==> src/rtl/bullet_pool_if.sv <==
// Fire request/response handshake between the tank control logic and bullet_pool.
// Control logic is the master; the pool answers each fire_req with fire_ack or fire_drop.
interface bullet_pool_if #(
  parameter int unsigned POS_W = 5
);
  logic             fire_req;
  logic [1:0]       fire_dir;
  logic [POS_W-1:0] fire_x;
  logic [POS_W-1:0] fire_y;
  logic             fire_ack;
  logic             fire_drop;

  modport master (
    output fire_req, fire_dir, fire_x, fire_y,
    input  fire_ack, fire_drop
  );

  modport slave (
    input  fire_req, fire_dir, fire_x, fire_y,
    output fire_ack, fire_drop
  );
endinterface

==> src/rtl/bullet_pool.sv <==
// Multi-slot projectile engine: launch, per-tick movement, boundary retire, kill, VGA overlay.
// Optional BULLET_FIRE_COOLDOWN_EN adds a move_tick-based fire lockout after each accepted fire.
module bullet_pool #(
  parameter int unsigned NUM_BUL  = 4,
  parameter int unsigned POS_W    = 5,
  parameter int unsigned GRID_W   = 16,
  parameter int unsigned GRID_H   = 20,
  parameter int unsigned CELL     = 20,
  parameter int unsigned X_ORG    = 160,
  parameter int unsigned Y_ORG    = 40,
  parameter int unsigned HALF     = 3,
  parameter logic [11:0] COLOR    = 12'hFFF,
  parameter int unsigned COOLDOWN = 2
) (
  input  logic                     clk,
  input  logic                     rst,
  input  logic                     move_tick,
  bullet_pool_if.slave             fire,
  input  logic [NUM_BUL-1:0]       kill_vec,
  output logic [NUM_BUL-1:0]       bul_active,
  output logic [NUM_BUL*POS_W-1:0] bul_x,
  output logic [NUM_BUL*POS_W-1:0] bul_y,
  output logic [NUM_BUL-1:0]       retire_vec,
  input  logic [10:0]              VGA_xpos,
  input  logic [10:0]              VGA_ypos,
  output logic [11:0]              VGA_data,
  output logic                     VGA_en
);

  if (NUM_BUL < 1 || NUM_BUL > 8 || COOLDOWN > 255) begin : g_param_err
    $error("bullet_pool: NUM_BUL must be 1..8 and COOLDOWN at most 255");
  end

  typedef enum logic {S_IDLE = 1'b0, S_FLY = 1'b1} slot_state_e;

  slot_state_e      state_q [NUM_BUL];
  slot_state_e      state_d [NUM_BUL];
  logic [POS_W-1:0] x_q     [NUM_BUL];
  logic [POS_W-1:0] x_d     [NUM_BUL];
  logic [POS_W-1:0] y_q     [NUM_BUL];
  logic [POS_W-1:0] y_d     [NUM_BUL];
  logic [1:0]       dir_q   [NUM_BUL];
  logic [1:0]       dir_d   [NUM_BUL];
  logic [NUM_BUL-1:0] retire_d;
  logic ack_d, drop_d;
  logic in_field, cd_ok, accept, loaded;
  logic [11:0] cx [NUM_BUL];
  logic [11:0] cy [NUM_BUL];
  logic [11:0] xp, yp;
  logic hit;

`ifdef BULLET_FIRE_COOLDOWN_EN
  logic [7:0] cd_q;

  assign cd_ok = (cd_q == '0);

  // A fire accepted on a tick edge reloads the full lockout rather than decrementing.
  always_ff @(posedge clk or posedge rst) begin
    if (rst) begin
      cd_q <= '0;
    end else if (ack_d) begin
      cd_q <= 8'(COOLDOWN);
    end else if (move_tick && cd_q != '0) begin
      cd_q <= cd_q - 8'd1;
    end
  end
`else
  assign cd_ok = 1'b1;
`endif

  assign in_field = (32'(fire.fire_x) < GRID_W) && (32'(fire.fire_y) < GRID_H);
  assign accept   = fire.fire_req && in_field && cd_ok;

  always_comb begin
    state_d  = state_q;
    x_d      = x_q;
    y_d      = y_q;
    dir_d    = dir_q;
    retire_d = '0;
    loaded   = 1'b0;
    ack_d    = 1'b0;
    drop_d   = 1'b0;

    for (int unsigned i = 0; i < NUM_BUL; i++) begin
      if (state_q[i] == S_FLY) begin
        if (kill_vec[i]) begin
          state_d[i] = S_IDLE;
        end else if (move_tick) begin
          case (dir_q[i])
            2'b00: if (y_q[i] == '0) begin
                     state_d[i] = S_IDLE; retire_d[i] = 1'b1;
                   end else y_d[i] = y_q[i] - POS_W'(1);
            2'b01: if (32'(y_q[i]) == GRID_H - 1) begin
                     state_d[i] = S_IDLE; retire_d[i] = 1'b1;
                   end else y_d[i] = y_q[i] + POS_W'(1);
            2'b10: if (x_q[i] == '0) begin
                     state_d[i] = S_IDLE; retire_d[i] = 1'b1;
                   end else x_d[i] = x_q[i] - POS_W'(1);
            default: if (32'(x_q[i]) == GRID_W - 1) begin
                     state_d[i] = S_IDLE; retire_d[i] = 1'b1;
                   end else x_d[i] = x_q[i] + POS_W'(1);
          endcase
        end
      end
    end

    // Free slot comes from registered state, so slots retiring or killed now stay unavailable.
    for (int unsigned i = 0; i < NUM_BUL; i++) begin
      if (accept && !loaded && state_q[i] == S_IDLE) begin
        loaded     = 1'b1;
        state_d[i] = S_FLY;
        x_d[i]     = fire.fire_x;
        y_d[i]     = fire.fire_y;
        dir_d[i]   = fire.fire_dir;
      end
    end

    ack_d  = loaded;
    drop_d = fire.fire_req && !loaded;
  end

  always_comb begin
    xp  = {1'b0, VGA_xpos};
    yp  = {1'b0, VGA_ypos};
    hit = 1'b0;
    for (int unsigned i = 0; i < NUM_BUL; i++) begin
      cx[i] = 12'(x_q[i]) * 12'(CELL) + 12'(X_ORG);
      cy[i] = 12'(y_q[i]) * 12'(CELL) + 12'(Y_ORG);
      if (state_q[i] == S_FLY &&
          xp + 12'(HALF) >= cx[i] && xp <= cx[i] + 12'(HALF) &&
          yp + 12'(HALF) >= cy[i] && yp <= cy[i] + 12'(HALF)) begin
        hit = 1'b1;
      end
    end
  end

  always_ff @(posedge clk or posedge rst) begin
    if (rst) begin
      for (int unsigned i = 0; i < NUM_BUL; i++) begin
        state_q[i] <= S_IDLE;
        x_q[i]     <= '0;
        y_q[i]     <= '0;
        dir_q[i]   <= '0;
      end
      retire_vec     <= '0;
      fire.fire_ack  <= 1'b0;
      fire.fire_drop <= 1'b0;
      VGA_en         <= 1'b0;
      VGA_data       <= '0;
    end else begin
      for (int unsigned i = 0; i < NUM_BUL; i++) begin
        state_q[i] <= state_d[i];
        x_q[i]     <= x_d[i];
        y_q[i]     <= y_d[i];
        dir_q[i]   <= dir_d[i];
      end
      retire_vec     <= retire_d;
      fire.fire_ack  <= ack_d;
      fire.fire_drop <= drop_d;
      VGA_en         <= hit;
      VGA_data       <= hit ? COLOR : '0;
    end
  end

  always_comb begin
    bul_active = '0;
    bul_x      = '0;
    bul_y      = '0;
    for (int unsigned i = 0; i < NUM_BUL; i++) begin
      bul_active[i]            = (state_q[i] == S_FLY);
      bul_x[i*POS_W +: POS_W]  = x_q[i];
      bul_y[i*POS_W +: POS_W]  = y_q[i];
    end
  end

endmodule

==> src/flat_wrapper.sv <==
// flat-port wrapper written by rule: the top's interface ports become plain ports
module bullet_pool_flat 
#(
  parameter int unsigned NUM_BUL  = 4,
  parameter int unsigned POS_W    = 5,
  parameter int unsigned GRID_W   = 16,
  parameter int unsigned GRID_H   = 20,
  parameter int unsigned CELL     = 20,
  parameter int unsigned X_ORG    = 160,
  parameter int unsigned Y_ORG    = 40,
  parameter int unsigned HALF     = 3,
  parameter logic [11:0] COLOR    = 12'hFFF,
  parameter int unsigned COOLDOWN = 2
)
  (clk, rst, move_tick, kill_vec, bul_active, bul_x, bul_y, retire_vec, VGA_xpos, VGA_ypos, VGA_data, VGA_en, fire_fire_req, fire_fire_dir, fire_fire_x, fire_fire_y, fire_fire_ack, fire_fire_drop);
  bullet_pool_if #(.POS_W(POS_W)) fire_i ();
  input  logic clk;
  input  logic rst;
  input  logic move_tick;
  input  logic [NUM_BUL-1:0] kill_vec;
  output logic [NUM_BUL-1:0] bul_active;
  output logic [NUM_BUL*POS_W-1:0] bul_x;
  output logic [NUM_BUL*POS_W-1:0] bul_y;
  output logic [NUM_BUL-1:0] retire_vec;
  input  logic [10:0] VGA_xpos;
  input  logic [10:0] VGA_ypos;
  output logic [11:0] VGA_data;
  output logic VGA_en;
  input wire logic [$bits(fire_i.fire_req)-1:0] fire_fire_req;
  input wire logic [$bits(fire_i.fire_dir)-1:0] fire_fire_dir;
  input wire logic [$bits(fire_i.fire_x)-1:0] fire_fire_x;
  input wire logic [$bits(fire_i.fire_y)-1:0] fire_fire_y;
  output wire logic [$bits(fire_i.fire_ack)-1:0] fire_fire_ack;
  output wire logic [$bits(fire_i.fire_drop)-1:0] fire_fire_drop;
  assign fire_i.fire_req = fire_fire_req;
  assign fire_i.fire_dir = fire_fire_dir;
  assign fire_i.fire_x = fire_fire_x;
  assign fire_i.fire_y = fire_fire_y;
  assign fire_fire_ack = fire_i.fire_ack;
  assign fire_fire_drop = fire_i.fire_drop;
  bullet_pool #(.NUM_BUL(NUM_BUL), .POS_W(POS_W), .GRID_W(GRID_W), .GRID_H(GRID_H), .CELL(CELL), .X_ORG(X_ORG), .Y_ORG(Y_ORG), .HALF(HALF), .COLOR(COLOR), .COOLDOWN(COOLDOWN)) u_core (.clk(clk), .rst(rst), .move_tick(move_tick), .fire(fire_i), .kill_vec(kill_vec), .bul_active(bul_active), .bul_x(bul_x), .bul_y(bul_y), .retire_vec(retire_vec), .VGA_xpos(VGA_xpos), .VGA_ypos(VGA_ypos), .VGA_data(VGA_data), .VGA_en(VGA_en));
endmodule
==> config.mk <==
export PLATFORM = sky130hd
export DESIGN_NAME = bullet_pool_flat
export DESIGN_NICKNAME = d
export VERILOG_FILES = /design/src/rtl/bullet_pool_if.sv /design/src/rtl/bullet_pool.sv /design/src/flat_wrapper.sv
export SDC_FILE = /design/constraint.sdc
export NUM_CORES = 1
export LEC_CHECK = 0
export BUFFER_PORTS_ARGS = -buffer_cell sky130_fd_sc_hd__clkbuf_2
export CORE_ASPECT_RATIO = 1.1
export CORE_MARGIN = 1
export CORE_UTILIZATION = 23
export DETAILED_ROUTE_END_ITERATION = 10
export GPL_TIMING_DRIVEN = 0
export HOLD_SLACK_MARGIN = 0.05
export PLACE_DENSITY = 0.48
export SYNTH_ARGS = -nofsm -noshare
export SYNTH_HDL_FRONTEND = slang
export SYNTH_SLANG_ARGS = --single-unit
==> constraint.sdc <==
create_clock -name clk -period 7.64 [get_ports clk]
set_input_delay 1.528 -clock clk [delete_from_list [all_inputs] [get_ports clk]]
set_output_delay 1.528 -clock clk [all_outputs]
set_load 0.01 [all_outputs]
* After elaboration in Yosys (flattened, before gate mapping) *
Cells that the tools add are included.

cells by class
  div/mod/pow operators = 0
  $mul = 8
  shifts and indexed selects = 0
  order comparisons = 18
  bitwise logic cells = 4
  eq/ne operators = 40
  add/sub/neg operators = 34
  mux-type cells = 133
  reductions and logical operators = 66

operators with widths
  cell                                                 count
  2-to-1 mux 5 bit                                     48
  adder 12 x 2 -> 12 bit, second input constant        8
  greater-or-equal comparator 12 bit                   8
  <= comparator 11 x 12 -> 1 bit                       8
  one-hot mux 5 bit (2 select lines)                   8
  2-to-1 mux 1 bit                                     68
  multiplier 5 x 3 -> 8 bit, second input constant     8
  != test 3 bit, second input constant                 16
  AND reduction 6 bit                                  8
  adder 10 x 6 -> 11 bit, second input constant        4
  adder 10 x 8 -> 11 bit, second input constant        4
  adder 5 x 1 -> 5 bit, second input constant          8
  zero test 5 bit                                      8
  subtractor 5 x 1 -> 5 bit, second input constant     8
  logical AND 1 bit                                    26
  adder 11 x 2 -> 12 bit, second input constant        2
  one-hot mux 1 bit (3 select lines)                   8
  equality test 5 x 4 -> 1 bit, second input constant  4
  equality test 5 bit, second input constant           4
  != test 2 x 1 -> 1 bit, second input constant        8
  nonzero test 2 bit                                   8
  2-to-1 mux 12 bit                                    1
  nonzero test 3 bit                                   4
  less-than comparator 5 bit, second input constant    2
  6 further kinds                                      24

storage, ports and cells
  register bits = 71
  ROM bits = 0
  input bits = 42
  output and inout port bits = 63
  memories = 0
  word-level logic and storage cells = 324
  bits in latches = 0
  bits in writable memories = 0

* Logic depth before layout (Yosys ltp) *
  word-level depth = 19
  depth in mapped cells = 17
  gate-level depth less buffers = 17

* Worst setup path before layout *
OpenSTA, ideal clock, no wires.

  path type = input -> register
  start point = input port VGA_xpos[1]
  end point = register u_core.VGA_data[10]
  slack = 3.678 ns
  data arrival time = 3.831 ns
  stages on the path = 13
  cells stage by stage = o21ai_1 > nor2_1 > nand4_1 > xnor2_1 > ha_1 > a21oi_1 > and3_1 > o21ai_0 > a21o_1 > maj3_1 > a211oi_1 > a211o_1 > o211ai_2

between the ends
  word-level cells in the longest chain between the ends = 11
  elaborated cells between the ends (all ways) = 30

ends and longest elaborated chain
  item                                line                RTL
  from (decl)                         flat_wrapper.sv:25  input logic [10:0] VGA_xpos;
  adder 11 x 2 -> 12 bit              bullet_pool.sv:130  xp + 12'(HALF) >= cx[i] && xp <= cx[i] + 12'(HALF) &&
  greater-or-equal comparator 12 bit  bullet_pool.sv:130
  logical AND 1 bit                   bullet_pool.sv:129  if (state_q[i] == S_FLY &&
  logical AND 1 bit (2 in series)     bullet_pool.sv:130
  logical AND 1 bit                   bullet_pool.sv:131  yp + 12'(HALF) >= cy[i] && yp <= cy[i] + 12'(HALF)) begin
  2-to-1 mux 1 bit (3 in series)      bullet_pool.sv:129
  2-to-1 mux 1 bit (*)                bullet_pool.sv:129
  net u_core.hit                      bullet_pool.sv:50   logic hit;
  2-to-1 mux 12 bit (*)               bullet_pool.sv:161  VGA_data <= hit ? COLOR : '0;
  to (signal assigned)                bullet_pool.sv:161
  to (decl)                           bullet_pool.sv:26   output logic [11:0] VGA_data,

Mark *: on every way through the listed nets, which the timed path passes. The rest lies on a longest branch.
A chain may end at the register's enable or synchronous reset.

* Worst setup path in the final report *
  start point = input port VGA_ypos[0]
  end point = register u_core.VGA_data[10]

between the ends
  word-level cells in the longest chain between the ends = 9
  elaborated cells between the ends (all ways) = 22

ends and longest elaborated chain
  item                                line                RTL
  from (decl)                         flat_wrapper.sv:26  input logic [10:0] VGA_ypos;
  adder 11 x 2 -> 12 bit              bullet_pool.sv:131
  greater-or-equal comparator 12 bit  bullet_pool.sv:131
  logical AND 1 bit                   bullet_pool.sv:130
  logical AND 1 bit                   bullet_pool.sv:131
  2-to-1 mux 1 bit (3 in series)      bullet_pool.sv:129
  2-to-1 mux 1 bit (*)                bullet_pool.sv:129
  net u_core.hit                      bullet_pool.sv:50
  2-to-1 mux 12 bit (*)               bullet_pool.sv:161

Marks and branches as above.

==> flow_metrics.env <==
export IMPL_drt_total_wl_um=28600
export IMPL_combPwrFrac_pct=72.1
export IMPL_worst_pin_slew_ns=1.28
export IMPL_hp_class="reg -> reg"
export IMPL_post_route_period_util_pct=64.9
export IMPL_dieArea_sq_um=40100
export IMPL_ys_flop_type="dfrtp_1"
export IMPL_synthCells=1045
export IMPL_gr_total_overflow=0
export IMPL_synth_area_top_cells="ha_1 (30%), dfrtp_1 (16%), xnor2_1 (5.2%)"
export IMPL_h_tree_depth=3
export IMPL_layout_min_cycle_time_ns=4.96
export IMPL_yosysTopAreaCellShare_pct=30.5
export IMPL_critical_path_reg2reg_startpoint="u_core.bul_y[11]$_DFFE_PP0P_"
export IMPL_drtPass1Iterations=4
export IMPL_drt_initial_drc_count=332
export IMPL_ios=105
export IMPL_synth_area_sq_um=9030
export IMPL_r2r_setup_slack_ns=3.25
export IMPL_yosys_warnings=0
export IMPL_clock_latency_ns=0.33
export IMPL_vias=8138
export IMPL_crit_path_top_delay_cell="a2111oi_0"
export IMPL_dp_cells=1655
export IMPL_post_route_cell_area_sq_um=10500
export IMPL_syn_to_final_growth_pct=15.8
export IMPL_regArea_sq_um=1480
export IMPL_cts_path_max_buffers=2
export IMPL_ys_ff_latch=59
export IMPL_multi_input_area_sq_um=7250
export IMPL_drive_above_1_share_pct=12.6
export IMPL_finalHoldViolations=0
export IMPL_crit_buf_inv=2
export IMPL_core_area_sq_um=38400
export IMPL_grt_pass1_vias=8070
export IMPL_async_flop_share_pct=100
export IMPL_synth_top_area_cell="ha_1"
export IMPL_cts_hold_buf=0
export IMPL_grt_usage_pct=14.7
export IMPL_cts_sinks=59
export IMPL_antenna_found_initial=0
export IMPL_synthTopCellsByCount="ha_1 (220), nor2_1 (77), nand2_1 (76)"
export IMPL_switching_share_pct=49.1
export IMPL_slowest_delay_ns=1.00
export IMPL_cellInternalPower_mw=1.59
export IMPL_clockRootBuffer="clkbuf_16"
export IMPL_cts_made_buffers=9
export IMPL_final_nets=1444
export IMPL_dp_hpwl_um=23300
export IMPL_critPathLaunchType="primary input"
export IMPL_yosysUniqueCellTypes=66
export IMPL_gp_routability_congestion=0.810
export IMPL_drtAntennaViolNets=0
export IMPL_cts_resized=0
export IMPL_min_path_cells=2
export IMPL_synth_edf_count=0
export IMPL_hold_path_endpoint="u_core.dir_q[7]$_DFFE_PP0P_"
export IMPL_setup_violations_final=0
export IMPL_grt_max_degree=60
export IMPL_cp_top_family="compound AO/OA/AOI/OAI gates"
export IMPL_p_sw_mw=1.53
export IMPL_crit_chain="clkbuf_2, clkbuf_1, o21ai_0, xnor2_1, ha_1, a21boi_0, o21a_1, o2111ai_1, a21oi_1, a2111oi_0, o32a_1, o211ai_2"
export IMPL_cts_tree="done"
export IMPL_route_detailed_drc=0
export IMPL_finalClockSkew_ns=0.00976
export IMPL_route_detailed_vias_per_inst=4.87
export IMPL_finalSetupTns_ns=0
export IMPL_yosysMostFrequentCell="ha_1"
export IMPL_clkTransAtPathRegs_ns=0.05
export IMPL_run_status="finished clean"
export IMPL_p_leak_nw=5.22
export IMPL_utilization_pct=27.3
export IMPL_p_total_mw=3.12
export IMPL_max_clock_freq_ghz=0.202
export IMPL_floorplan_initialDensity_pct=23.5
export IMPL_avgSynthCellArea_sq_um=8.64
export IMPL_worst_setup_path_type="in -> reg"
export IMPL_grt_pass1_wl_um=45600
export IMPL_p_clk_share_pct=11.8
export IMPL_wl_per_cell_um=17.1
export IMPL_fp_row_count=75
export IMPL_seq_power_share_pct=16.2
export IMPL_maxCapViolations=0
export IMPL_hold_path_startpoint="u_core.dir_q[7]$_DFFE_PP0P_"
export IMPL_rsz0062_at_grt="false"
export IMPL_reg2reg_depth=11
export IMPL_ys_seq_area_share_pct=16.3
export IMPL_ir_drop_uv=157
export IMPL_placed_area_sq_um=10200
export IMPL_power_density_nw_per_um2=298
export IMPL_maxSlewViolCount=0
export IMPL_die_w_um=191
export IMPL_antenna_cells=0
export IMPL_r2r_end="u_core.VGA_data[10]$_DFF_PP0_"
export IMPL_final_cell_count_no_fill=1670
export IMPL_crit_path_end_kind="register"
export IMPL_die_y_um=210
export IMPL_worst_path_max_fanout=10
export IMPL_post_cts_repair_setup_buffers=0
export IMPL_cp_arrival_ns=5.15
export IMPL_crit_required_ns=7.83
export IMPL_portBuffers=103
export IMPL_slew_headroom_pct=12.8
export IMPL_nFillCells=4085
final cells by class:
type	instances	share of cell area [%]
Sequential cell	59	14.1
Clock buffer	10	2.19
Timing Repair Buffer	103	4.93
Buffer	33	1.71
Multi-Input combinational cell	918	69.3
Inverter	42	1.53
Clock inverter	5	0.299
Tap cell	500	5.98
sequential cells by signal (all words and copies together) (netlist names):
| register | flops |
|---|---|
| u_core.bul_active | 4 |
| u_core.fire.fire_ack | 1 |
| u_core.fire.fire_drop | 1 |
| u_core.retire_vec | 4 |
| u_core.bul_x | 20 |
| u_core.bul_y | 20 |
| u_core.dir_q | 8 |
| u_core.VGA_data | 1 |
worst min-delay path: cells and delay by family (launching register included):
family | cells | cell delay [ns]
flip-flops | 1 | 0.41
AND/OR/NAND/NOR | 2 | 0.13
placed cells by master (no fill, tap or decap), types with 4 or more instances in the layout:
cell type  synthesis  routed
ha_1             220     220
clkbuf_2           1     104
nor2_1            77      77
nand2_1           76      76
a21oi_1           74      74
dfrtp_1           59      59
o21ai_0           58      58
a21o_1            55      55
xnor2_1           54      54
inv_1             42      41
nand4_1           28      28
xor2_1            27      27
nand3_1           23      23
clkbuf_1          18      19
a211oi_1          19      19
nor3_1            16      16
fa_1              16      16
nor2b_1           15      15
nand2b_1          12      12
buf_4             12      12
a221o_1            9       9
a22oi_1            9       9
clkbuf_16          0       9
o21a_1             8       8
or4_1              8       8
and3_1             8       8
o22ai_1            8       8
conb_1             1       8
or3_1              7       7
nand3b_1           5       5
or2_2              5       5
mux2_2             5       5
a21boi_0           5       5
o31ai_1            5       5
a31oi_1            4       4
routing by layer:
metal  GRT usage [%]  up-vias  part of all wire (%)
met5               0        -                     0
met4            3.34        0                   1.2
met3            1.42       26                   3.1
met2            25.7      140                    49
met1            19.3     3856                    47
li1                -     4116                     -
cell families (layout without fill, tap and decap cells):
| kind of cell | Yosys count | count (layout) | share of synthesized area (%) |
|---|---|---|---|
| AOI/OAI and AO/OA | 291 | 291 | 21.1 |
| xor gates and xnor gates | 81 | 81 | 7.85 |
| adders and majority gates | 238 | 238 | 34.2 |
| buffers and inverters | 75 | 193 | 3.73 |
| DFF | 59 | 59 | 16.3 |
| muxes | 7 | 7 | 0.845 |
| other | 1 | 8 | 0.0415 |
| and+or+nand+nor | 293 | 293 | 15.8 |
stage by stage:
step	hold slack (ns)	setup slack (ns)
finish	0.561	2.68
global route	0.624	2.53
CTS	0.559	2.79
detailed placement	0.548	2.44
global placement	0.522	2.45
floorplan	0.490	3.68
power groups by stage:
stage	logic, mW	registers (mW)	clock network (mW)
finish	2.25	0.505	0.367
global route	2.61	0.521	0.388
CTS	2.26	0.505	0.378
detailed placement	2.24	0.510	0
global placement	2.19	0.510	0
floorplan	1.70	0.480	0
worst max path at each step:
stage	start	to	cells past startpoint
after CTS	VGA_ypos[0]	u_core.VGA_data[10]$_DFF_PP0_	12
after detailed placement	VGA_ypos[0]	u_core.VGA_data[10]$_DFF_PP0_	12
after global placement	VGA_ypos[0]	u_core.VGA_data[10]$_DFF_PP0_	12
after global routing	VGA_ypos[0]	u_core.VGA_data[10]$_DFF_PP0_	12
final	VGA_ypos[0]	u_core.VGA_data[10]$_DFF_PP0_	12
after floorplan	VGA_xpos[1]	u_core.VGA_data[10]$_DFF_PP0_	13
Note: power is estimated with default switching activity, not from simulation.
